$ cat src/rtl/ysyx_22041412_mem_arb_pkg.sv
// Shared encodings for the I/D memory arbiter: FSM states and bus owner.
package ysyx_22041412_mem_arb_pkg;

  typedef enum logic [1:0] {
    ARB_IDLE = 2'd0,
    ARB_REQ  = 2'd1,
    ARB_RESP = 2'd2
  } arb_state_e;

  typedef enum logic {
    OWNER_I = 1'b0,
    OWNER_D = 1'b1
  } arb_owner_e;

endpackage

$ cat src/rtl/ysyx_22041412_rr2.sv
// Two-way round-robin select: a lone requester wins, a tie goes to the side
// that did not win last time. Purely combinational, one-hot grant.
module ysyx_22041412_rr2
  import ysyx_22041412_mem_arb_pkg::*;
(
  input  logic [1:0] req_i,
  input  arb_owner_e last_i,
  output logic [1:0] gnt_o
);

  always_comb begin
    gnt_o = 2'b00;
    case (req_i)
      2'b01:   gnt_o = 2'b01;
      2'b10:   gnt_o = 2'b10;
      2'b11:   gnt_o = (last_i == OWNER_D) ? 2'b01 : 2'b10;
      default: gnt_o = 2'b00;
    endcase
  end

endmodule

$ cat src/rtl/ysyx_22041412_mem_arb.sv
// Arbitrates icache refills and dcache accesses onto one memory channel,
// one outstanding transaction at a time, with a registered done pulse per side.
module ysyx_22041412_mem_arb
  import ysyx_22041412_mem_arb_pkg::*;
#(
  parameter int ADDR_W = 32,
  parameter int DATA_W = 128
) (
  input  logic              clk,
  input  logic              rst,
  input  logic              i_valid_i,
  output logic              i_ready_o,
  input  logic [ADDR_W-1:0] i_addr_i,
  output logic              i_done_o,
  output logic [DATA_W-1:0] i_rdata_o,
  input  logic              d_valid_i,
  output logic              d_ready_o,
  input  logic [ADDR_W-1:0] d_addr_i,
  input  logic              d_wen_i,
  input  logic [DATA_W-1:0] d_wdata_i,
  output logic              d_done_o,
  output logic [DATA_W-1:0] d_rdata_o,
  output logic              mem_valid_o,
  input  logic              mem_ready_i,
  output logic [ADDR_W-1:0] mem_addr_o,
  output logic              mem_wen_o,
  output logic [DATA_W-1:0] mem_wdata_o,
  input  logic              mem_done_i,
  input  logic [DATA_W-1:0] mem_rdata_i
);

  arb_state_e        state_q, state_d;
  arb_owner_e        owner_q, owner_d;
  arb_owner_e        last_q, last_d;
  logic [ADDR_W-1:0] addr_q, addr_d;
  logic              wen_q, wen_d;
  logic [DATA_W-1:0] wdata_q, wdata_d;
  logic              i_done_q, i_done_d, d_done_q, d_done_d;
  logic [DATA_W-1:0] i_rdata_q, i_rdata_d, d_rdata_q, d_rdata_d;
  logic              complete;
  logic [1:0]        gnt;

  ysyx_22041412_rr2 u_rr2 (
    .req_i  ({d_valid_i, i_valid_i}),
    .last_i (last_q),
    .gnt_o  (gnt)
  );

  // Ready is only offered while idle, so the handshake can only happen there.
  assign i_ready_o = (state_q == ARB_IDLE) && gnt[0];
  assign d_ready_o = (state_q == ARB_IDLE) && gnt[1];

  always_comb begin
    state_d   = state_q;
    owner_d   = owner_q;
    last_d    = last_q;
    addr_d    = addr_q;
    wen_d     = wen_q;
    wdata_d   = wdata_q;
    i_rdata_d = i_rdata_q;
    d_rdata_d = d_rdata_q;
    i_done_d  = 1'b0;
    d_done_d  = 1'b0;
    complete  = 1'b0;
    case (state_q)
      ARB_IDLE: begin
        if (i_valid_i && i_ready_o) begin
          state_d = ARB_REQ;
          owner_d = OWNER_I;
          last_d  = OWNER_I;
          addr_d  = i_addr_i;
          wen_d   = 1'b0;
          wdata_d = '0;
        end else if (d_valid_i && d_ready_o) begin
          state_d = ARB_REQ;
          owner_d = OWNER_D;
          last_d  = OWNER_D;
          addr_d  = d_addr_i;
          wen_d   = d_wen_i;
          wdata_d = d_wdata_i;
        end
      end
      ARB_REQ: begin
        // A done arriving together with ready closes the transaction at once.
        if (mem_ready_i) begin
          if (mem_done_i) begin
            complete = 1'b1;
            state_d  = ARB_IDLE;
          end else begin
            state_d  = ARB_RESP;
          end
        end
      end
      ARB_RESP: begin
        if (mem_done_i) begin
          complete = 1'b1;
          state_d  = ARB_IDLE;
        end
      end
      default: state_d = ARB_IDLE;
    endcase
    if (complete) begin
      if (owner_q == OWNER_I) begin
        i_done_d = 1'b1;
        if (!wen_q) i_rdata_d = mem_rdata_i;
      end else begin
        d_done_d = 1'b1;
        if (!wen_q) d_rdata_d = mem_rdata_i;
      end
    end
  end

  always_ff @(posedge clk) begin
    if (!rst) begin
      state_q   <= ARB_IDLE;
      owner_q   <= OWNER_I;
      last_q    <= OWNER_D;
      addr_q    <= '0;
      wen_q     <= 1'b0;
      wdata_q   <= '0;
      i_done_q  <= 1'b0;
      d_done_q  <= 1'b0;
      i_rdata_q <= '0;
      d_rdata_q <= '0;
    end else begin
      state_q   <= state_d;
      owner_q   <= owner_d;
      last_q    <= last_d;
      addr_q    <= addr_d;
      wen_q     <= wen_d;
      wdata_q   <= wdata_d;
      i_done_q  <= i_done_d;
      d_done_q  <= d_done_d;
      i_rdata_q <= i_rdata_d;
      d_rdata_q <= d_rdata_d;
    end
  end

  assign mem_valid_o = (state_q == ARB_REQ);
  assign mem_addr_o  = addr_q;
  assign mem_wen_o   = wen_q;
  assign mem_wdata_o = wdata_q;
  assign i_done_o    = i_done_q;
  assign d_done_o    = d_done_q;
  assign i_rdata_o   = i_rdata_q;
  assign d_rdata_o   = d_rdata_q;

endmodule

$ cat config.mk
export PLATFORM = sky130hd
export DESIGN_NAME = ysyx_22041412_mem_arb
export DESIGN_NICKNAME = d
export VERILOG_FILES = /design/src/rtl/ysyx_22041412_mem_arb_pkg.sv /design/src/rtl/ysyx_22041412_rr2.sv /design/src/rtl/ysyx_22041412_mem_arb.sv
export SDC_FILE = /design/constraint.sdc
export NUM_CORES = 1
export LEC_CHECK = 0
export BUFFER_PORTS_ARGS = -buffer_cell sky130_fd_sc_hd__buf_2
export CORE_AREA = 2 2 292 294
export DETAILED_ROUTE_END_ITERATION = 10
export DIE_AREA = 0 0 294 296
export PLACE_DENSITY = 0.47
export SYNTH_ARGS = -nofsm -noshare
export SYNTH_HDL_FRONTEND = slang
export SYNTH_SLANG_ARGS = --single-unit
export TNS_END_PERCENT = 1
$ cat constraint.sdc
create_clock -name clk -period 2.42 [get_ports clk]
set_input_delay 0.363 -clock clk [delete_from_list [all_inputs] [get_ports clk]]
set_output_delay 0.363 -clock clk [all_outputs]
set_load 0.005 [all_outputs]
==> results of run 1 <==
[cells by family (layout without fill, tap and decap cells)]
| group | after synthesis | after routing | synth area share |
|---|---|---|---|
| flip-flops | 423 | 423 | 0.5242 |
| other | 0 | 5 | 0 |
| buffers and inverters | 193 | 1092 | 0.05367 |
| AO/OA/AOI/OAI | 231 | 231 | 0.1145 |
| multiplexers | 260 | 260 | 0.1611 |
| adder cells (fa/ha/maj) | 3 | 3 | 0.002324 |
| AND/OR/NAND/NOR | 528 | 528 | 0.1443 |
[cells in the mapped netlist, types with 3 or more instances]
master	number
clkbuf_1	108
inv_1	40
dfxtp_1	423
nand2_1	393
a32oi_1	126
ha_1	3
o21ai_0	32
a2111oi_0	33
buf_6	14
mux2i_1	260
nor3b_1	3
buf_1	5
nor2b_1	126
a211oi_1	32
buf_2	24
[through the flow]
step           hold slack (ps)  std cells  power, mW
6_report                 45.82       3632      17.70
4_1_cts                 0.1939       3626      18.01
3_5_place_dp             442.5       3373      10.00
5_1_grt                  12.01       3632      18.50
3_3_place_gp             438.9       3373      10.01
2_1_floorplan            443.2       1638      8.827
[registers in the layout, summed over array words and instances, names as in the netlist]
name / cells
mem_wdata_o: 128
d_done_o: 1
owner_q: 1
mem_wen_o: 1
d_rdata_o: 128
state_q: 2
i_rdata_o: 128
last_q: 1
mem_addr_o: 32
i_done_o: 1
[repair_timing]
item,CTS,global route
endpoints found under the hold margin,213,0
hold buffers,162,0
gates resized for setup,1,0
pin swaps,0,1
setup buffers,0,1
endpoints found under the setup margin,1,1
[per-layer routing]
layer,part of all wire,up-vias
li1,-,7419
met1,0.41,6973
met2,0.48,509
met3,0.078,121
met4,0.035,2
met5,0.00020,-
[cell usage in the layout, fill, tap and decap left out, drive strengths merged, types with 2 or more instances in the layout]
cell | synthesis | layout
nor3b | 3 | 3
clkinv | 0 | 11
dlygate4sd3 | 0 | 162
a32oi | 126 | 126
diode | 0 | 5
a21oi | 2 | 2
buf | 45 | 799
a2111oi | 33 | 33
nand2 | 393 | 393
clkbuf | 108 | 75
a211oi | 32 | 32
nor4b | 2 | 2
ha | 3 | 3
dfxtp | 423 | 423
nor2b | 126 | 126
mux2i | 260 | 260
o21ai | 33 | 33
inv | 40 | 44
[critical path, delay by kind of cell, from the launching register on]
kind / cells / cell delay (ps)
DFF: 1 / 320
adders and majority gates: 1 / 290
AOI/OAI and AO/OA: 1 / 260
buffers and inverters: 2 / 260
and+or+nand+nor: 1 / 90
[final cells by class]
type | instances | area, µm²
clock buffers | 75 | 1488
flip-flops and latches | 423 | 8468
inverters | 40 | 150.1
fillers | 9002 | 59690
clock inverters | 16 | 171.4
diodes | 5 | 12.51
repair buffers | 961 | 6008
multi-input cells | 1022 | 6858
well taps | 1090 | 1364
[how the worst min path moves through the flow]
stage,from,endpoint
3_3_place_gp,d_rdata_o[102]$_SDFFE_PN0P_,d_rdata_o[102]$_SDFFE_PN0P_
4_1_cts,d_wdata_i[103],mem_wdata_o[103]$_SDFFE_PN0P_
6_report,mem_rdata_i[77],i_rdata_o[77]$_SDFFE_PN0P_
5_1_grt,d_wdata_i[14],mem_wdata_o[14]$_SDFFE_PN0P_
2_1_floorplan,owner_q$_SDFFE_PN0P_,i_done_o$_SDFF_PN0_
3_5_place_dp,d_rdata_o[98]$_SDFFE_PN0P_,d_rdata_o[98]$_SDFFE_PN0P_
[where the power goes]
part	internal (mW)	switching (mW)	leakage [nW]	total (mW)
combinational	1.16	1.42	7.29	2.58
clock	4.40	3.24	0.822	7.64
sequential	7.30	0.176	3.43	7.48
==> flow_metrics.tcl, run 1 <==
set metrics [dict create \
    outcome "complete, no violations" \
    worstReg2RegStart "state_q[1]$_SDFFE_PN0P_" \
    worstReg2RegEnd "d_rdata_o[65]$_SDFFE_PN0P_" \
    worstHoldPathCells 3 \
    cts_buffer_depth 3 \
    ios 749 \
    startpoint "state_q[0]$_SDFFE_PN0P_" \
    syn_area_per_cell_um2 9.863 \
    r2r_cells 7 \
    fp.dieArea_mm2 0.08702 \
    synth_cell_type_count 28 \
    cts-root-buf "clkbuf_16" \
    clock-sinks 423 \
    viasPerCell 4.137 \
    area_growth_pct 51.77 \
    grt_pass1_wl_um 88500 \
    dr.pass1.iters 5 \
    ctsHtreeMaxLevel 2 \
    start_util 0.1918 \
    drt_iter0_drc 627 \
    slew_viol_final 0 \
    final_antenna_net_count 0 \
    globalplace.congestion 0.8105 \
    num_vias 15024 \
    grt_pass1_vias 14797 \
    synth_area_mm2 0.01616 \
    p_leak_nw 11.54 \
    antenna_found_initial 6 \
    cpPeakStageDelay_ps 320 \
    ys_ff_latch 423 \
    worstPathCellList "inv_1, ha_2, nand2_1, a21oi_2, buf_2" \
    setup_slack_ps 239.1 \
    met2_usage 0.2142 \
    fin_area_mm2 0.02452 \
    drive_above_1_share 0.3484 \
    synth_edf_count 0 \
    cts_buffers 52 \
    chipHeight_um 296 \
    clk_latency_ps 610 \
    critical_path_peak_fanout 8 \
    async_flop_share 0 \
    hold_path.class "primary input to flop" \
    use_met1 0.1525 \
    cap_violations 0 \
    cts_tree "done" \
    setup_viol 0 \
    place_area_mm2 0.02122 \
    fin_crit_ps 2181 \
    dp_hpwl_um 42900 \
    crit_type "flop to output pin" \
    synth_top_area_share 0.5242 \
    grt_busiest_layer "met2" \
    critPathRequiredTime_ps 2060 \
    rsz0062_at_grt "no" \
    clk_pin_slew_ps 60 \
    port-buffer-count 748 \
    hold_viol_final 0 \
    finalNetCount 2830 \
    synth_area_leader_cell "dfxtp_1" \
    drt_wl_total_um 60590 \
    die_w_um 294 \
    crit_end "i_ready_o" \
    crit_arrival_ps 1820 \
    synth_ff_type "dfxtp_1" \
    tightestPinTransition_ps 630.4 \
    p_per_area_mw_per_mm2 721.7 \
    slowest_stage "dfxtp_1" \
    yosysSeqAreaShare 0.5242 \
    tns_ps 0 \
    rows 107 \
    synth_top_cells_by_area "dfxtp_1, mux2i_1, nand2_1, a32oi_1, nor2b_1" \
    wl_per_cell_um 16.68 \
    synth_warnings 0 \
    reg2reg_slack_ps 310 \
    synthesis.nets 1968 \
    drc_errors 0 \
    core-area_mm2 0.08421 \
    ir_drop_v 0.0004349 \
    grt_util_met3 0.03867 \
    syn_inst 1638 \
    grt_max_degree 127 \
    overflow 0 \
    startpoint_type "flop" \
    fmax_mhz 458.5 \
    skew_ps 22.09 \
    period_share 0.9012 \
    fin_util 0.2912 \
    slew-limit-headroom 0.5689 \
    crit_path_end_kind "output pin" \
    place_ws_ps 306.1 \
    track_usage 0.1286 \
]
No activity file was read; power rests on OpenSTA's default activity.
==> run 2, diff against run 1 <==
CTS_CLUSTER_SIZE = 14   (was not set)
clock period = 2.75 ns   (was 2.42 ns; I/O delays follow)
==> flow_metrics.tcl, run 2 (synthesis gave the netlist of run 1 again) <==
set metrics [dict create \
    wl_met2_um 29180 \
    ir_drop_v 0.0003809 \
    crit_buf_inv 2 \
    grt_max_degree 83 \
    num_vias 14560 \
    power.switching_mw 4.200 \
    combinationalPowerShare 0.139 \
    holdCritStartpoint "i_addr_i[3]" \
    power.internal_mw 11.42 \
    top_layer_used "met5" \
    core-area_mm2 0.08421 \
    antenna_found_initial 9 \
    fin_util 0.2746 \
    clk_pin_slew_ps 60 \
    holdWs_ps 65.18 \
    cts-root-buf "clkbuf_16" \
    clk_latency_ps 580 \
    final_antenna_net_count 0 \
    ios 749 \
    p_leak_nw 10.98 \
    seq_power_share 0.422 \
    slew_viol_final 0 \
    critPathRequiredTime_ps 2340 \
    start_util 0.1918 \
    cts_tree "done" \
    drive_above_1_share 0.3790 \
    cts_resized 0 \
    met3WireLength_um 4651 \
    dp_hpwl_um 44600 \
    wl_per_cell_um 17.38 \
    tightestPinTransition_ps 886.5 \
    critical_path_peak_fanout 16 \
    rsz0062_at_grt "no" \
    cp_top_family "flip-flops" \
    crit_path_end_kind "output pin" \
    clock_power_share 0.439 \
    clock-sinks 423 \
    rows 107 \
    reg2reg_slack_ps 450 \
    cts_setup_buffers 0 \
    skew_ps 14.15 \
    p_per_area_mw_per_mm2 675.4 \
    ctsHtreeMaxLevel 2 \
    viasPerCell 4.171 \
    worstPathCellList "inv_1, a21oi_2, buf_2" \
    period_share 0.8851 \
    worstHoldPathCells 3 \
    worstReg2RegEnd "i_rdata_o[25]$_SDFFE_PN0P_" \
    outcome "complete, no violations" \
    die_w_um 294 \
    startpoint_type "flop" \
    cpPeakStageDelay_ps 800 \
    tns_ps 0 \
    cts_buffers 51 \
    area_growth_pct 43.14 \
    fp.dieArea_mm2 0.08702 \
    hold_viol_final 0 \
    dr.pass1.iters 5 \
    crit_arrival_ps 2020 \
    cap_violations 0 \
    fin_crit_ps 2434 \
    final_cell_mix "buf_2, dfxtp_1, nand2_1" \
    final_common_cell "buf_2" \
    grt_pass1_wl_um 87860 \
    finalNetCount 2686 \
    track_usage 0.1293 \
    worstHoldEndpoint "mem_addr_o[3]$_SDFFE_PN0P_" \
    cts-hold-fix-buffers 0 \
    globalplace.congestion 0.8116 \
    drt_iter0_drc 513 \
    port-buffer-count 748 \
    grt_pass1_vias 14276 \
    swShare 0.2689 \
    overflow 0 \
    cts_buffer_depth 3 \
    r2r_cells 6 \
    met1Wirelength_um 24930 \
    chipHeight_um 296 \
    crit_type "flop to output pin" \
    fmax_mhz 410.9 \
    drc_errors 0 \
    worstReg2RegStart "state_q[0]$_SDFFE_PN0P_" \
    slew-limit-headroom 0.4083 \
    setup_viol 0 \
    slowest_stage "dfxtp_1" \
    drt_wl_total_um 60670 \
    hold_path.class "primary input to flop" \
]
[run 2: cell count changes in the layout (fill, tap and decap cells not counted), moves of 2 or more]
cell and change:
clkbuf_8 +2, clkbuf_1 -6, diode_2 +3, dlygate4sd3_1 -162
inv_16 -2, bufinv_16 +2, buf_12 +3, clkinvlp_4 +2
buf_4 +16
[run 2: per-layer routing]
metal / global-route usage / up-vias
met2: 0.2162 / 514
met1: 0.1554 / 6782
met5: 0 / -
met3: 0.03905 / 103
li1: - / 7155
met4: 0.04953 / 6
[run 2: power by group through the flow]
stage	combinational (mW)	sequential, mW	clock (mW)
6_report	2.17	6.58	6.86
2_1_floorplan	1.05	6.72	0
3_5_place_dp	2.19	6.71	0
5_1_grt	2.36	6.61	7.38
3_3_place_gp	2.19	6.71	0
4_1_cts	2.19	6.58	7.11
[run 2: tightest hold or removal path: cells and delay by family]
family | cells | cell delay [ps]
buffers and inverters | 2 | 140
AOI/OAI and AO/OA | 1 | 50
[run 2: through the flow]
step	cells	setup WS, ps	cell area, µm²	total power [mW]
global placement	3393	420.1	21400	8.899
CTS	3483	286.8	23100	15.89
floorplan	1638	795.2	16160	7.768
finish	3491	316.1	23120	15.62
detailed placement	3393	404.9	21400	8.898
global route	3489	191.4	23120	16.35
[run 2: worst max-delay path by stage]
stage                            start                         end  cells after the start
2_1_floorplan  state_q[0]$_SDFFE_PN0P_                   d_ready_o                      9
3_3_place_gp   state_q[0]$_SDFFE_PN0P_  i_rdata_o[36]$_SDFFE_PN0P_                      6
3_5_place_dp   state_q[1]$_SDFFE_PN0P_  i_rdata_o[45]$_SDFFE_PN0P_                      6
4_1_cts            last_q$_SDFFE_PN1P_                   i_ready_o                      3
5_1_grt            last_q$_SDFFE_PN1P_                   i_ready_o                      3
6_report           last_q$_SDFFE_PN1P_                   i_ready_o                      3
[run 2: layout make-up]
type	instances	area [µm²]
repair buffers	818	4567
diodes	8	20.02
fillers	9150	61080
well taps	1090	1364
inverters	40	150.1
multi-input cells	1022	6855
clock inverters	19	207.7
flip-flops and latches	423	8468
clock buffers	71	1493
